### src/rtl/trav_stack.sv
// trav_stack: per-ray circular short stack of deferred kd-tree nodes with overflow-restart signalling
module trav_stack #(
    parameter int NUM_RAYS = 8,
    parameter int DEPTH    = 4,
    parameter int NODE_W   = 16,
    parameter int RID_W    = $clog2(NUM_RAYS)
) (
    input  logic              clk,
    input  logic              rst,
    input  logic              clear_valid,
    input  logic [RID_W-1:0]  clear_ray_id,
    input  logic              push_valid,
    output logic              push_ready,
    input  logic [RID_W-1:0]  push_ray_id,
    input  logic [NODE_W-1:0] push_node,
    input  logic [31:0]       push_t_min,
    input  logic [31:0]       push_t_max,
    input  logic              pop_valid,
    output logic              pop_ready,
    input  logic [RID_W-1:0]  pop_ray_id,
    output logic              resp_valid,
    input  logic              resp_ready,
    output logic [RID_W-1:0]  resp_ray_id,
    output logic              resp_hit,
    output logic              resp_restart,
    output logic [NODE_W-1:0] resp_node,
    output logic [31:0]       resp_t_min,
    output logic [31:0]       resp_t_max
);
    localparam int PW = $clog2(DEPTH);
    localparam int CW = $clog2(DEPTH + 1);
    logic [NODE_W-1:0]   node_mem [NUM_RAYS][DEPTH];
    logic [31:0]         tmin_mem [NUM_RAYS][DEPTH];
    logic [31:0]         tmax_mem [NUM_RAYS][DEPTH];
    logic [PW-1:0]       ptr [NUM_RAYS];
    logic [CW-1:0]       cnt [NUM_RAYS];
    logic [NUM_RAYS-1:0] ovf;
    logic                pop_fire, push_fire, pop_hit;
    logic [PW-1:0]       top_idx;
    assign pop_ready  = (!resp_valid || resp_ready) && !(clear_valid && clear_ray_id == pop_ray_id);
    assign pop_fire   = pop_valid && pop_ready;
    assign push_ready = !(clear_valid && clear_ray_id == push_ray_id) && !(pop_fire && pop_ray_id == push_ray_id);
    assign push_fire  = push_valid && push_ready;
    assign top_idx    = ptr[pop_ray_id] - PW'(1);
    assign pop_hit    = cnt[pop_ray_id] != '0;
    // Entry storage needs no reset: count gates every read.
    always_ff @(posedge clk) begin
        if (push_fire) begin
            node_mem[push_ray_id][ptr[push_ray_id]] <= push_node;
            tmin_mem[push_ray_id][ptr[push_ray_id]] <= push_t_min;
            tmax_mem[push_ray_id][ptr[push_ray_id]] <= push_t_max;
        end
    end
    always_ff @(posedge clk or negedge rst) begin
        if (!rst) begin
            for (int r = 0; r < NUM_RAYS; r++) begin
                ptr[r] <= '0;
                cnt[r] <= '0;
            end
            ovf          <= '0;
            resp_valid   <= 1'b0;
            resp_ray_id  <= '0;
            resp_hit     <= 1'b0;
            resp_restart <= 1'b0;
            resp_node    <= '0;
            resp_t_min   <= '0;
            resp_t_max   <= '0;
        end else begin
            for (int r = 0; r < NUM_RAYS; r++) begin
                if (clear_valid && clear_ray_id == RID_W'(r)) begin
                    ptr[r] <= '0;
                    cnt[r] <= '0;
                    ovf[r] <= 1'b0;
                end else if (pop_fire && pop_ray_id == RID_W'(r)) begin
                    if (cnt[r] != '0) begin
                        ptr[r] <= ptr[r] - PW'(1);
                        cnt[r] <= cnt[r] - CW'(1);
                    end else begin
                        ovf[r] <= 1'b0;
                    end
                end else if (push_fire && push_ray_id == RID_W'(r)) begin
                    // When full, the write lands on the oldest slot, so only ptr moves.
                    ptr[r] <= ptr[r] + PW'(1);
                    if (cnt[r] == CW'(DEPTH))
                        ovf[r] <= 1'b1;
                    else
                        cnt[r] <= cnt[r] + CW'(1);
                end
            end
            if (pop_fire) begin
                resp_valid   <= 1'b1;
                resp_ray_id  <= pop_ray_id;
                resp_hit     <= pop_hit;
                resp_restart <= !pop_hit && ovf[pop_ray_id];
                resp_node    <= pop_hit ? node_mem[pop_ray_id][top_idx] : '0;
                resp_t_min   <= pop_hit ? tmin_mem[pop_ray_id][top_idx] : '0;
                resp_t_max   <= pop_hit ? tmax_mem[pop_ray_id][top_idx] : '0;
            end else if (resp_ready) begin
                resp_valid <= 1'b0;
            end
        end
    end
endmodule

### config.mk
export PLATFORM = sky130hd
export DESIGN_NAME = trav_stack
export DESIGN_NICKNAME = d
export VERILOG_FILES = /design/src/rtl/trav_stack.sv
export SDC_FILE = /design/constraint.sdc
export NUM_CORES = 2
export LEC_CHECK = 0
export CORE_MARGIN = 2
export CORE_UTILIZATION = 50
export DETAILED_ROUTE_END_ITERATION = 12
export PLACE_DENSITY = 0.74
export RECOVER_POWER = 100
export SLEW_MARGIN = 15
export SYNTH_ARGS = -nofsm -noshare
export SYNTH_HDL_FRONTEND = slang
export SYNTH_SLANG_ARGS = --single-unit
### constraint.sdc
create_clock -name clk -period 6.3 [get_ports clk]
set_clock_uncertainty 0.05 [all_clocks]
set_input_delay 1.575 -clock clk [delete_from_list [all_inputs] [get_ports clk]]
set_output_delay 1.575 -clock clk [all_outputs]
set_load 0.05 [all_outputs]
# Yosys cells after proc, flatten, opt, wreduce, memory -nomap -nowiden
# Memories as Yosys holds them, arrays and structs flattened.
# Cells that the tools add are included.
# W data, S select, Z words.
# totals
regBits	134
ram_bits	2560
output_inout_bits	88
elab_cells	369
n_memories	3
# memory_table
memory	words	width	read_ports	rd_ports_with_merged_regs	write_ports	line_no	source
tmax_mem	8	128	1	0	1	34	logic [31:0] tmax_mem [NUM_RAYS][DEPTH];
tmin_mem	8	128	1	0	1	33	logic [31:0] tmin_mem [NUM_RAYS][DEPTH];
node_mem	8	64	1	0	1	32	logic [NODE_W-1:0] node_mem [NUM_RAYS][DEPTH];
# op_classes
addsub	33
order_cmp	6
n_eq_ne	56
n_mux	144
bitwise	4
reduce_logical	92
# ops
operator	n
$mux W32	7
$bmux W32 S2	2
$mux W128	1
$mux W3	42
$reduce_bool A3 Y1	25
$mux W2	36
$demux W32 S2	1
$mux W16	4
$mux W64	1
$eq A3 B3 Y1 const B	20
$ne A3 B3 Y1 const B	16
$reduce_and A3 Y1	16
$mux W1	44
$logic_and A1 B1 Y1	33
$bmux W16 S2	1
$demux W16 S2	1
$add A3 B1 Y3 const B	8
$ne A3 B2 Y1 const B	8
$sub A3 B1 Y3 const B	8
$eq A3 B2 Y1 const B	6
$sub A2 B1 Y2 const B	9
$add A2 B1 Y2 const B	8
$reduce_and A2 Y1	8
$bmux W2 S3	2
other kinds (14)	28

# Depth between registers and ports, before layout
# logic_depth
word_depth	13
ltp_mapped	12

# Worst setup path after synthesis
# No wires, ideal clock.
# synth_path
path_kind	input to register
startpoint	input pop_ray_id[2]
endpoint	memory node_mem[5][16] (netlist name), enable pin
setup_time_ns	0.519
arrival_time_ns	6.442
required_ns	5.731
slack_ns	-0.711
path_stages	9
path_buffers	3
cell_sequence	buf_4 xnor2_1 and4_4 buf_2 o31ai_4 buf_4 inv_2 nand3_1 nor2_1
# synth_between
elab_chain_cells	11
# synth_lines
element	line_no	source
from (decl)	20	input logic [RID_W-1:0] pop_ray_id,
$eq A3 B3 Y1	40	assign pop_ready = (!resp_valid || resp_ready) && !(clear_valid && clear_ray_id == pop_ray_id);
$logic_and A1 B1 Y1	40	
$logic_not A1 Y1	40	
$logic_and A1 B1 Y1	40	
$logic_and A1 B1 Y1	41	assign pop_fire = pop_valid && pop_ready;
$logic_and A1 B1 Y1 *	42	assign push_ready = !(clear_valid && clear_ray_id == push_ray_id) && !(pop_fire && pop_ray_id == push_ray_id);
$logic_not A1 Y1 *	42	
$logic_and A1 B1 Y1 *	42	
via push_ready	13	output logic push_ready,
$logic_and A1 B1 Y1 *	43	assign push_fire = push_valid && push_ready;
$mux W1 *	48	if (push_fire) begin
$mux W64 (implied by the code) *	49	node_mem[push_ray_id][ptr[push_ray_id]] <= push_node;
to (decl)	32	
# The timed path passes the listed nets; every way through them passes the cells marked *.

# Worst setup path in the final report
# layout_path
startpoint	input clear_ray_id[1]
endpoint	memory tmax_mem[5][67] (netlist name), enable pin
# layout_between
elab_chain_cells	11
# layout_lines
element	line_no	source
from (decl)	11	input logic [RID_W-1:0] clear_ray_id,
$eq A3 B3 Y1	40	
$logic_and A1 B1 Y1	40	
$logic_not A1 Y1	40	
$logic_and A1 B1 Y1	40	
$logic_and A1 B1 Y1	41	
$logic_and A1 B1 Y1	42	
$logic_not A1 Y1	42	
$logic_and A1 B1 Y1 *	42	
$logic_and A1 B1 Y1 *	43	
$mux W1 *	48	
$mux W128 (implied by the code) *	51	tmax_mem[push_ray_id][ptr[push_ray_id]] <= push_t_max;
to (decl)	34	
# Every way passes the cells marked *; elsewhere a longest branch is shown, timed or not.

==> results.yml <==
outcome:
  status: "finished, violations left"
  violations: "capacitance limit, slew limit"
finish:
  fillers: 14500
  final_nets: 5053
  final_common_cell: "edfxtp_1"
  area_delta_synth_final_pct: 13.5
  final_cell_mix: "edfxtp_1 (2560), mux4_2 (647), clkbuf_16 (287)"
  layoutNonFillerInstCount: 7862
  drive_gt1_share_pct: 22.9
  final_area_um2: 118000
timing:
  setup_viol_count_final: 0
  rsz0062_at_grt: "false"
  fin_crit_ns: 5.77
  max_slew_margin_pct: -133
  period_share_pct: 91.6
  fmax_mhz: 173
  slew_violations: 1691
  worst_pin_slew_ns: 3.49
  fin_tns_setup_ns: 0
  report.final.hold_viol_count: 0
clocking:
  cts_resized: 0
  clk_pin_slew_ns: 0.06
  cts_buffers: 278
  hold_buffers: 0
  cts.sinks: 2694
  clock_latency_ns: 0.91
  h-tree-depth: 5
  cts_setup_buffers: 0
  cts_buffer_depth: 4
  cts_root_buffer: "clkbuf_16"
  cts_tree: "done"
logic_synthesis:
  postSynthAreaPerCell_um2: 22.3
  async_reset_ff_share_pct: 4.97
  synthesis.area_um2: 104000
  synth_fp_nets: 4743
  synth_warnings: 0
  ys_types: 68
  ys_ff_latch: 2694
  dominantRegCellSynth: "edfxtp_1"
  synthCells: 4640
  synth_enable_flop_cells: 2560
  seq_area_frac_synth_pct: 77.4
detailed_routing:
  drt_iter0_markers: 7014
  wl_um: 247000
  drc: 0
  ant_nets: 0
  wl_per_cell_um: 31.4
  firstDrtPassIters: 6
  viasPerCell: 6.48
  vias: 51000
pwr:
  power_mw: 42.2
  p_leak_nw: 37.9
  ir_drop_uv: 330
  power_density_nw_per_um2: 359
grt:
  antenna_found_initial: 36
  grt.total_usage_pct: 23.4
  grt_max_degree: 129
  grt_pass1_vias: 51600
  gr-total-overflow: 0
  grt_pass1_wl_um: 360000
worst_setup_path:
  crit_path_top_delay_cell: "nor2_2"
  criticalPathCategory: "primary input to flop"
  end_kind: "flop"
  arrival_ns: 6.23
  cpPeakStageDelay_ns: 1.29
  cp_max_fo: 40
  start_kind: "primary input"
  path_cells: "dlygate4sd3_1 > xnor2_1 > and4_1 > o31ai_4 > or3_1 > nor2_2 > clkbuf_4"
  crit_required_ns: 6.76
die:
  design.core.area_um2: 206000
  die_height_um: 459
  rows: 167
  io_pins: 183
  die_area_um2: 211000
  initial_core_util_pct: 50.2
  die_w_um: 459
job:
  maxCapViolCount: 36
min_path:
  min_path_type: "flop to flop"
place:
  dpl.hpwl_um: 122000
  placed_area_um2: 109000
  place.gp.congestion: 0.834
  dp.cells: 7374
  portBuffers: 182
worst max-delay path, delay by kind of cell:
kind | cells | cell delay [ns]
AOI/OAI and AO/OA | 1 | 0.25
buffers and inverters | 2 | 1.81
xor gates and xnor gates | 1 | 0.16
and+or+nand+nor | 3 | 2.35
path summary, 6_finish.rpt:
| check | start | to | slack, ns | cells after the start |
|---|---|---|---|---|
| max | clear_ray_id[1] | tmax_mem[5][67]$_DFFE_PP_ | 0.53 | 7 |
| min | resp_hit$_DFFE_PN0P_ | resp_hit$_DFFE_PN0P_ | 0.42 | 1 |
| max reg2reg | ptr[9]$_DFFE_PN0P_ | tmax_mem[5][67]$_DFFE_PP_ | 1.74 | 5 |
| min reg2reg | resp_hit$_DFFE_PN0P_ | resp_hit$_DFFE_PN0P_ | 0.42 | 1 |
| max in group asynchronous | rst | resp_t_max[7]$_DFFE_PN0P_ | 2.35 | 2 |
| min in group asynchronous | rst | resp_ray_id[2]$_DFFE_PN0P_ | 1.82 | 1 |
per-layer routing:
metal / up-vias / global-route usage [%] / wire (um) / part of all wire, %
li1: 20400 / - / - / -
met1: 27200 / 33.6 / 96600 / 39
met2: 2886 / 37.6 / 120000 / 49
met3: 488 / 4.11 / 23600 / 9.6
met4: 22 / 6.30 / 6150 / 2.5
met5: - / 0 / 133 / 0.054
cell families (layout without fill, tap and decap cells):
family | count (synthesis) | after routing | synth area share, %
muxes | 904 | 904 | 16.6
xor gates and xnor gates | 17 | 17 | 0.144
adders and majority gates | 8 | 8 | 0.155
buffers and inverters | 285 | 794 | 1.23
DFF | 2694 | 2694 | 77.4
other | 0 | 9 | 0
AOI/OAI and AO/OA | 370 | 370 | 2.93
and+or+nand+nor | 362 | 362 | 1.54
per-stage QoR:
| stage | utilization (%) | worst slack (ns) | hold WS (ns) |
|---|---|---|---|
| after floorplan | - | -0.711 | 0.407 |
| after global placement | 53.0 | 0.424 | 0.416 |
| after detailed placement | 53.0 | 0.352 | 0.419 |
| after CTS | 57.2 | 0.912 | 0.433 |
| after global routing | 57.0 | 0.376 | 0.452 |
| final | 57.0 | 0.529 | 0.422 |
report_power, final:
group	total [mW]	internal, mW	switching [mW]
registers	20.9	20.4	0.517
clock network	15.9	9.35	6.55
logic	5.38	1.88	3.50
state kept, by name, indices dropped and copies added, names as in the netlist:
| signal | count |
|---|---|
| tmin_mem | 1024 |
| ptr | 16 |
| node_mem | 512 |
| resp_hit | 1 |
| resp_ray_id | 3 |
| resp_t_max | 32 |
| resp_node | 16 |
| tmax_mem | 1024 |
| resp_t_min | 32 |
| cnt | 24 |
| ovf | 8 |
| resp_valid | 1 |
| resp_restart | 1 |
synthesized netlist by cell type (19+ instances only):
cell type,instances,area share [%]
nor3_1,23,0.11
a21oi_1,20,0.097
nand2_1,29,0.11
dfrtp_1,134,3.2
nor2_1,232,0.84
a22o_1,82,0.69
mux4_2,648,14
edfxtp_1,2560,74
mux2i_1,253,2.4
a221oi_1,163,1.4
clkbuf_1,97,0.35
buf_2,114,0.55
buf_1,40,0.14
nand3_1,19,0.092
a211oi_1,20,0.14
o21ai_0,20,0.097
layout make-up:
cell class              count  area, um2  share of cell area [%]
clock buffers             359       7590                    6.46
repair buffers            293       2890                    2.46
clock inverters           120       1150                   0.980
well taps                2704       3380                    2.88
diodes                      9       22.5                  0.0191
flip-flops and latches   2694      80200                    68.2
multi-input cells        1661      22300                    18.9
inverters                  22       91.3                  0.0777
(Power assumes the default switching activity.)
